## config.mk

```make
export PLATFORM = sky130hd
export DESIGN_NAME = mul_ucode_seq
export DESIGN_NICKNAME = d
export VERILOG_FILES = /design/src/rtl/mul_ucode_seq.sv
export SDC_FILE = /design/constraint.sdc
export NUM_CORES = 1
export LEC_CHECK = 0
export CORE_MARGIN = 4
export CORE_UTILIZATION = 57
export DETAILED_ROUTE_END_ITERATION = 8
export GPL_ROUTABILITY_DRIVEN = 0
export PLACE_DENSITY_LB_ADDON = 0.08
export SLEW_MARGIN = 30
export SYNTH_ARGS = -nofsm -noshare
export SYNTH_HDL_FRONTEND = slang
export SYNTH_SLANG_ARGS = --single-unit
```

## constraint.sdc

```tcl
create_clock -name clk -period 6.86 [get_ports clk]
set_clock_uncertainty 0.05 [all_clocks]
set_input_delay 1.715 -clock clk [delete_from_list [all_inputs] [get_ports clk]]
set_output_delay 1.715 -clock clk [all_outputs]
set_load 0.03 [all_outputs]
```

## src/rtl/mul_ucode_seq.sv

```systemverilog
// Iterative radix-2 shift-add multiply sequencer beside the fetch stage.
// Decodes MUL from the fetched word, raises mul_trigger combinationally to
// freeze fetch, runs exactly XLEN shift-add steps, then writes the low XLEN
// product bits back and pulses mul_release for one cycle.
module mul_ucode_seq #(
    parameter logic [6:0] MUL_OPCODE = 7'b0011000,
    parameter int         XLEN       = 32
) (
    input  logic            clk,
    input  logic            rst,
    input  logic [31:0]     fetched_instr,
    input  logic            flush,
    output logic [3:0]      rs1_addr,
    output logic [3:0]      rs2_addr,
    input  logic [XLEN-1:0] op_a,
    input  logic [XLEN-1:0] op_b,
    output logic            mul_trigger,
    output logic            mul_release,
    output logic            busy,
    output logic            wb_en,
    output logic [3:0]      wb_addr,
    output logic [XLEN-1:0] wb_data
);

    localparam int CW = $clog2(XLEN + 1);

    typedef enum logic [1:0] {IDLE, BUSY, DONE} state_t;

    state_t          state, state_nxt;
    logic [XLEN-1:0] acc, mcand, mplier, acc_sum;
    logic [CW-1:0]   count;
    logic [3:0]      rd;

    // Register-file read addresses come straight off the fetched word so the
    // operands arrive in the same cycle the trigger is decoded.
    assign rs1_addr = fetched_instr[20:17];
    assign rs2_addr = fetched_instr[16:13];

    // Start only from IDLE; a flush or reset in the same cycle wins over MUL.
    assign mul_trigger = (state == IDLE) && (fetched_instr[31:25] == MUL_OPCODE)
                         && !flush && !rst;
    assign busy        = (state != IDLE);

    // Partial-sum candidate for this BUSY step (wraps mod 2^XLEN).
    assign acc_sum = mplier[0] ? acc + mcand : acc;

    // State register.
    always_ff @(posedge clk) begin
        if (rst) state <= IDLE;
        else     state <= state_nxt;
    end

    // Next-state: DONE is a single cycle; BUSY runs until the last step.
    always_comb begin
        state_nxt = state;
        case (state)
            IDLE:    if (mul_trigger) state_nxt = BUSY;
            BUSY:    if (count == CW'(1)) state_nxt = DONE;
            DONE:    state_nxt = IDLE;
            default: state_nxt = IDLE;
        endcase
    end

    // Datapath and registered handshake outputs; wb_en/mul_release are set on
    // the edge entering DONE so they are high exactly during the DONE cycle.
    always_ff @(posedge clk) begin
        if (rst) begin
            acc         <= '0;
            mcand       <= '0;
            mplier      <= '0;
            count       <= '0;
            rd          <= '0;
            wb_en       <= 1'b0;
            mul_release <= 1'b0;
            wb_addr     <= '0;
            wb_data     <= '0;
        end else begin
            wb_en       <= 1'b0;
            mul_release <= 1'b0;
            case (state)
                IDLE: begin
                    if (mul_trigger) begin
                        rd     <= fetched_instr[24:21];
                        mcand  <= op_a;
                        mplier <= op_b;
                        acc    <= '0;
                        count  <= CW'(XLEN);
                    end
                end
                BUSY: begin
                    acc    <= acc_sum;
                    mcand  <= mcand << 1;
                    mplier <= mplier >> 1;
                    count  <= count - CW'(1);
                    if (count == CW'(1)) begin
                        wb_data     <= acc_sum;
                        wb_addr     <= rd;
                        wb_en       <= 1'b1;
                        mul_release <= 1'b1;
                    end
                end
                default: ;
            endcase
        end
    end

endmodule

```

# Word-level counts from Yosys, hierarchy flattened
# Index checks and enable logic that the tools add are counted.
word_totals:
  reg_bits: 145
  input_bits: 99
  output_inout_bits: 48
  word_cells: 43
classes:
  n_addsub: 2
  n_eq_ne: 5
  mux: 13
  bitwise_logic: 1
  reduce_logical: 13
op_table:
  columns: ["op", "count"]
  rows:
  - ["case mux 32 bit (2 select lines)", 3]
  - ["two-way mux 32 bit", 4]
  - ["adder 32 bit", 1]
  - ["case mux 6 bit (2 select lines)", 1]
  - ["AND reduction 2 bit", 4]
  - ["== test 7 x 5 -> 1 bit, second input constant", 1]
  - ["== test 6 x 1 -> 1 bit, second input constant", 1]
  - ["two-way mux 6 bit", 1]
  - ["subtractor 6 x 1 -> 6 bit, second input constant", 1]
  - ["two-way mux 2 bit", 2]
  - ["inequality test 2 bit, second input constant", 2]
  - ["case mux 2 bit (2 select lines)", 1]
  - ["nonzero test 2 bit", 2]
  - ["logical AND 1 bit", 3]
  - ["== test 2 x 1 -> 1 bit, second input constant", 1]
  - ["logical NOT 1 bit", 2]
  - ["logical NOT 2 bit", 1]
  - ["OR reduction 2 bit", 1]
  - ["two-way mux 1 bit", 1]
  - ["NOT 1 bit", 1]

# Logic depth before layout (Yosys ltp)
# Gate-level depths: netlist of run 1.
depth:
  word_depth: 6
  ltp_mapped: 11
  depth_no_buf: 11

# Worst setup path after synthesis of run 1
# No wires, ideal clock.
synth_timing:
  path_kind: "input -> output"
  start: "in rst"
  end: "out mul_trigger"
  arrival_ps: 2839
  t_required_ps: 5095
  path_slack_ps: 2256
  path_stages: 5
  n_path_buf: 2
  path_cell_list: "clkbuf_1 -> nor3_1 -> nand4_1 -> inv_1 -> clkbuf_1"
synth_between:
  elab_chain_len: 2
synth_rtl:
  columns: ["item", "line_no", "source"]
  rows:
  - ["start, declared", "10", "input logic rst,"]
  - ["logical NOT 1 bit", "41", "&& !flush && !rst;"]
  - ["logical AND 1 bit", "41", null]
  - ["end, declared", "17", "output logic mul_trigger,"]
# Every way passes these cells.

# Worst setup path after layout of run 1
layout_timing:
  start: "in fetched_instr[30]"
  end: "out mul_trigger"
layout_between:
  elab_chain_len: 4
layout_rtl:
  columns: ["item", "line_no", "source"]
  rows:
  - ["start, declared", "11", "input logic [31:0] fetched_instr,"]
  - ["== test 7 x 5 -> 1 bit", "40", "assign mul_trigger = (state == IDLE) && (fetched_instr[31:25] == MUL_OPCODE)"]
  - ["logical AND 1 bit", "40", null]
  - ["logical AND 1 bit (2 in series)", "41", null]
# Every way passes these cells.

==> results by group, run 1 <==
Outcome
  – Outcome: finished clean

GRT
  – Gr ovfl total: 0
  – Initial antenna violation count: 0
  – Largest net degree at the start of global routing: 90
  – First-pass GRT wire length: 31.7 mm
  – Gr usage total: 25.8%
  – Vias in the first global route: 6524

Worst hold path
  – Hold depth: 2
  – HP Class: register to register

Logic synthesis
  – Synth top cells by count: nor2_1 (198), dfxtp_1 (145), o21ai_0 (76)
  – Synth area leaders: dfxtp_1 (38%), nor2_1 (9.8%), ha_1 (5.4%), o21ai_0 (5.0%), nor3_1 (4.9%)
  – Synth Warn #: 0
  – Xor/xnor share of the synthesized area: 3.46%
  – Area leader, netlist: dfxtp_1
  – Top cell type's share of synthesized area: 38.2%
  – Syn nets: 1124
  – Syn Area/Cell: 7.67 sq um
  – Largest family of logic cells by synthesized area: simple AND/OR/NAND/NOR gates
  – Post-synthesis mux area share: 3.60%
  – Ys async rst share: 0%
  – Register area share after synthesis: 38.2%
  – Number of flops mapped to enable cells by yosys: 0
  – Cell count after synthesis: 991
  – Most common flop cell mapped by yosys: dfxtp_1
  – Seq cells post-synth: 145
  – Synthesized-area fraction occupied by adder cells: 5.69%
  – Compound-cell area share of the yosys netlist: 20.1%
  – Most common cell in the netlist: nor2_1
  – Mapped cell area: 7600 sq um
  – Simple-Gate Fraction of Synth Area: 23.5%
  – Cell variety after synth: 62

STA
  – Worst slew pin tran: 936 ps
  – Max Freq: 0.184 GHz
  – Final Setup Violations: 0
  – RSZ-0062 raised after global routing: no
  – Slew Viols, Final: 0
  – Setup total negative slack: 0 ps
  – Final min period: 5440 ps
  – Fin crit share: 79.3%
  – Relative slew slack: 37.4%
  – Hold Vio Cnt, Final: 0

Clock tree
  – Worst-skew pair later-pin latency: 430 ps
  – CTS tree: done
  – Cts repair resizes: 0
  – CTS Sinks: 145
  – # Post-CTS Setup Buffers: 0
  – Max clock buf depth: 2
  – H-tree depth: 4
  – Hold buffers post-CTS: 0
  – Num CTS Buffers: 17
  – CTS root buf: clkbuf_16
  – Clock transition at path regs: 60 ps

Floorplan
  – FP Rows: 41
  – Initial Util: 59.3%
  – I/O pins: 147
  – Die Height: 123 microns
  – Die W: 123 microns
  – Core ar.: 12800 sq um
  – Die area: 15200 sq um

Drt
  – Post-Route WL: 19.1 mm
  – First DRT Iteration DRCs: 553
  – Vias: 7052
  – Post-route DRC: 0
  – Drt via density: 5.69
  – Drt wl/cell: 15.4 microns
  – DRT Pass-1 Iters: 5
  – Post-route ant nets: 0

Placed design
  – Post-DP HPWL: 12.4 mm
  – Placed cell count: 1211
  – Buffers on Ports: 117

Critical path
  – R2R cell count: 11
  – CP Launch Type: input pin
  – CP max FO: 11
  – CP Class: input pin to output port
  – Data arrival, critical path: 3680 ps
  – Critical Path End Type: output port
  – CP required: 5100 ps

Finish
  – Non-filler instance count after layout: 1240
  – Layout area overhead: 22.0%
  – Layout cell share with drive strength beyond 1: 5.24%
  – Net count, final: 1191
  – Antenna cell count: 0
  – Filler instances: 1090

Pwr
  – Lkg Pwr: 0.00344 uW
  – Max IR drop VDD: 0.162 mV
  – Pwr Density: 196 nW/um^2
  – Final Power: 1820 uW

Job
  – Max Cap Viol: 0
-- registers in the layout, indices dropped and copies added (netlist names) --
name     flops
wb_data     32
rd           4
count        6
acc         32
mcand       32
wb_addr      4
wb_en        1
mplier      32
state        2
-- per-layer routing --
metal / vias to the layer above / global-route usage (%) / routed length, microns
li1: 3591 / - / -
met1: 3281 / 35.0 / 8960
met2: 160 / 41.9 / 9050
met3: 20 / 5.67 / 946
met4: 0 / 6.71 / 175
met5: - / 0 / 0
-- cell usage in the layout, fill, tap and decap left out, types with 24 or more instances in the layout --
| master | synthesis | routed |
|---|---|---|
| nor2_1 | 198 | 197 |
| dfxtp_1 | 145 | 144 |
| clkdlybuf4s50_1 | 0 | 116 |
| o21ai_0 | 76 | 76 |
| nor3_1 | 74 | 74 |
| a21oi_1 | 67 | 67 |
| nand2_1 | 66 | 65 |
| ha_1 | 33 | 33 |
| nand3_1 | 28 | 28 |
| a211oi_1 | 27 | 27 |
| mux2i_1 | 24 | 24 |
-- path summary, 6_finish.rpt --
path,slack [ps],from,endpoint
hold / removal,400,rd[0]$_SDFFE_PP0P_,rd[0]$_SDFFE_PP0P_
setup reg to reg,3610,acc[0]$_SDFFE_PP0P_,wb_data[30]$_SDFFE_PP0P_
setup / recovery,1420,fetched_instr[30],mul_trigger
hold reg to reg,400,rd[0]$_SDFFE_PP0P_,rd[0]$_SDFFE_PP0P_
-- power by group --
group          total (uW)  leakage [uW]  switching, uW  internal, uW
clock network         895      0.000275            340           555
registers             847       0.00117           2.44           845
logic                79.0       0.00200           31.9          47.1
total                1820       0.00344            374          1450
-- cell type report --
type,instances,area [sq um],area share (%)
Sequential cell,145,2900,31.3
Clock buffer,23,478,5.15
Tap cell,172,215,2.32
Inverter,19,71.3,0.769
Clock inverter,6,82.6,0.890
Multi-Input combinational cell,749,4290,46.3
Timing Repair Buffer,126,1230,13.3
-- kinds of logic (layout without fill, tap and decap cells) --
logic type      Yosys count  in the layout
xor+xnor                 30             30
compound gates          251            251
simple gates            407            407
buf+inv                  97            174
flops                   145            145
fa+ha+maj                34             34
mux                      27             27
-- through the flow --
| step | utilization, % | worst slack, ps | instance area, sq um | hold slack [ps] |
|---|---|---|---|---|
| after floorplan | - | 2260 | 7600 | 382 |
| final | 72.3 | 1420 | 9280 | 403 |
| after global placement | 68.0 | 1420 | 8720 | 390 |
| after CTS | 72.3 | 1380 | 9280 | 405 |
| after detailed placement | 68.0 | 1380 | 8720 | 396 |
| after global routing | 72.3 | 1260 | 9280 | 421 |
-- worst max-delay path, stage by stage --
cell,delay (ps)
clkdlybuf4s50_1,400
nor4b_1,310
nand4_1,190
inv_1,320
clkdlybuf4s50_1,740
(Power assumes the default switching activity.)
==> run 2, diff against run 1 <==
--- a/config.mk
+++ b/config.mk
@@ -6,7 +6,7 @@
 export NUM_CORES = 1
 export LEC_CHECK = 0
 export CORE_MARGIN = 4
-export CORE_UTILIZATION = 57
+export CORE_UTILIZATION = 47
 export DETAILED_ROUTE_END_ITERATION = 8
 export GPL_ROUTABILITY_DRIVEN = 0
 export PLACE_DENSITY_LB_ADDON = 0.08
==> constraint.sdc (replaced) <==
create_clock -name clk -period 4.5 [get_ports clk]
set_clock_uncertainty 0.05 [all_clocks]
set_input_delay 1.125 -clock clk [delete_from_list [all_inputs] [get_ports clk]]
set_output_delay 1.125 -clock clk [all_outputs]
set_load 0.03 [all_outputs]
==> run 2 against run 1 <==
  * Die area increased by 20%
  * Final cell count increased by 4.0%
  * Sequential share of layout area decreased by 0.37 points
  * Critical path depth unchanged
  * First-iteration DRC count decreased by 29%
  * Design area increased by 1.2%
  * Clock power increased by 61%
  * Worst setup slack got worse by 440 ps
  * Register-to-register slack got worse by 2400 ps
  * Wire length increased by 1.7%
  * Critical path type unchanged
==> results by group, run 2 (synthesis gave the netlist of run 1 again) <==
Placed design
  – Placed cell count: 1258 (was 1211)
  – Post-DP HPWL: 13.0 mm (was 12.4 mm)
  – Buffers on Ports: 117 (unchanged)

Pwr
  – Max IR drop VDD: 0.265 mV (was 0.162 mV)
  – Lkg Pwr: 0.00348 uW (was 0.00344 uW)
  – Pwr Density: 303 nW/um^2 (was 196 nW/um^2)
  – Final Power: 2840 uW (was 1820 uW)

Floorplan
  – Die area: 18300 sq um (was 15200 sq um)
  – Core ar.: 15900 sq um (was 12800 sq um)
  – Initial Util: 47.9% (was 59.3%)
  – I/O pins: 147 (unchanged)
  – Die Height: 135 microns (was 123 microns)
  – FP Rows: 46 (was 41)
  – Die W: 135 microns (was 123 microns)

Critical path
  – CP Launch Type: input pin (unchanged)
  – CP required: 3320 ps (was 5100 ps)
  – Critical Path End Type: output port (unchanged)
  – CP Class: input pin to output port (unchanged)
  – R2R setup slack: 1170 ps (was 3610 ps)
  – Data arrival, critical path: 2350 ps (was 3680 ps)
  – CP max FO: 3 (was 11)

Drt
  – Post-route ant nets: 0 (unchanged)
  – Post-Route WL: 19.5 mm (was 19.1 mm)
  – DRT Pass-1 Iters: 5 (unchanged)
  – Vias: 6966 (was 7052)
  – Drt via density: 5.40 (was 5.69)
  – First DRT Iteration DRCs: 393 (was 553)
  – Drt wl/cell: 15.1 microns (was 15.4 microns)
  – Post-route DRC: 0 (unchanged)

STA
  – Relative slew slack: 38.8% (was 37.4%)
  – Slew Viols, Final: 0 (unchanged)
  – Worst slew pin tran: 917 ps (was 936 ps)
  – Fin crit share: 78.4%
  – RSZ-0062 raised after global routing: no (unchanged)
  – Final min period: 3530 ps
  – Hold Slack: 406 ps (was 403 ps)
  – Max Freq: 0.284 GHz
  – Setup total negative slack: 0 ps (unchanged)
  – Final Setup Violations: 0 (unchanged)
  – Hold Vio Cnt, Final: 0 (unchanged)

Finish
  – Most frequent cells in the layout: nor2_1 (197), dfxtp_1 (144), clkdlybuf4s50_1 (115) (was nor2_1 (197), dfxtp_1 (144), clkdlybuf4s50_1 (116))
  – Filler instances: 1529 (was 1090)
  – Final core occ: 59.1% (was 72.3%)
  – Most common cell after layout, fill and taps aside: nor2_1 (unchanged)
  – Net count, final: 1194 (was 1191)
  – Non-filler instance count after layout: 1290 (was 1240)
  – Layout area overhead: 23.5% (was 22.0%)
  – Layout cell share with drive strength beyond 1: 6.15% (was 5.24%)
  – Antenna cell count: 0 (unchanged)

Job
  – Max Cap Viol: 0 (unchanged)

GRT
  – Largest net degree at the start of global routing: 81 (was 90)
  – First-pass GRT wire length: 32.3 mm (was 31.7 mm)
  – Gr usage total: 21.7% (was 25.8%)
  – Initial antenna violation count: 0 (unchanged)
  – Gr ovfl total: 0 (unchanged)
  – Vias in the first global route: 6503 (was 6524)

Clock tree
  – CTS root buf: clkbuf_16 (unchanged)
  – Num CTS Buffers: 17 (unchanged)
  – Hold buffers post-CTS: 0 (unchanged)
  – Clock transition at path regs: 60 ps (about the same)
  – H-tree depth: 4 (unchanged)
  – Worst-skew pair later-pin latency: 430 ps (about the same)
  – # Post-CTS Setup Buffers: 0 (unchanged)
  – CTS Sinks: 145 (unchanged)
  – Max clock buf depth: 2 (unchanged)
  – CTS tree: done (unchanged)
  – Cts repair resizes: 0 (unchanged)

Outcome
  – Outcome: finished clean (unchanged)

Worst hold path
  – HP Class: register to register (unchanged)
## run 2: cell types whose count changed in the layout (fill, tap and decap cells not counted), sizes merged
cell / delta
buf: +4
clkinv: +3
clkdlybuf4s50: -1
inv: +2
clkbuf: -3
clkinvlp: +1
## run 2: area by class of cell
cell class / count / area, sq um / area share (%)
inverter: 19 / 71.3 / 0.760
sequential: 145 / 2900 / 30.9
clock inverter: 12 / 130 / 1.39
tap: 216 / 270 / 2.88
timing repair buffer: 129 / 1250 / 13.4
multi-input combinational: 749 / 4290 / 45.7
clock buffer: 20 / 467 / 4.97
## run 2: path summary, 6_finish.rpt
kind | end | cells past startpoint | startpoint
worst max register to register | wb_data[30]$_SDFFE_PP0P_ | 11 | acc[0]$_SDFFE_PP0P_
worst min-delay path | rd[1]$_SDFFE_PP0P_ | 2 | rd[1]$_SDFFE_PP0P_
worst min register to register | rd[1]$_SDFFE_PP0P_ | 2 | rd[1]$_SDFFE_PP0P_
worst max-delay path | mul_trigger | 5 | fetched_instr[30]
## run 2: routing by layer
metal | GRT usage, % | up-vias | wire (microns)
met2 | 35.5 | 115 | 9240
met3 | 5.05 | 25 | 747
met4 | 5.94 | 0 | 266
met5 | 0 | - | 0
li1 | - | 3612 | -
met1 | 29.0 | 3214 | 9200
## run 2: through the flow
step | instance area (sq um) | worst slack [ps]
after floorplan | 7600 | 1080
after global routing | 9390 | 858
after global placement | 8790 | 950
after detailed placement | 8790 | 919
final | 9390 | 974
after CTS | 9390 | 938
## run 2: critical path, cell delays in order
cell and delay (ps):
clkdlybuf4s50_1 400, nor4b_1 320, nand4_1 220, inv_1 120
buf_4 160
## run 2: report_power, final
part           internal (uW)  leakage (uW)  switching (uW)
Combinational           71.3       0.00202            47.2
Sequential              1290       0.00117            3.74
Clock                    861      0.000293             574
Total                   2220       0.00348             625
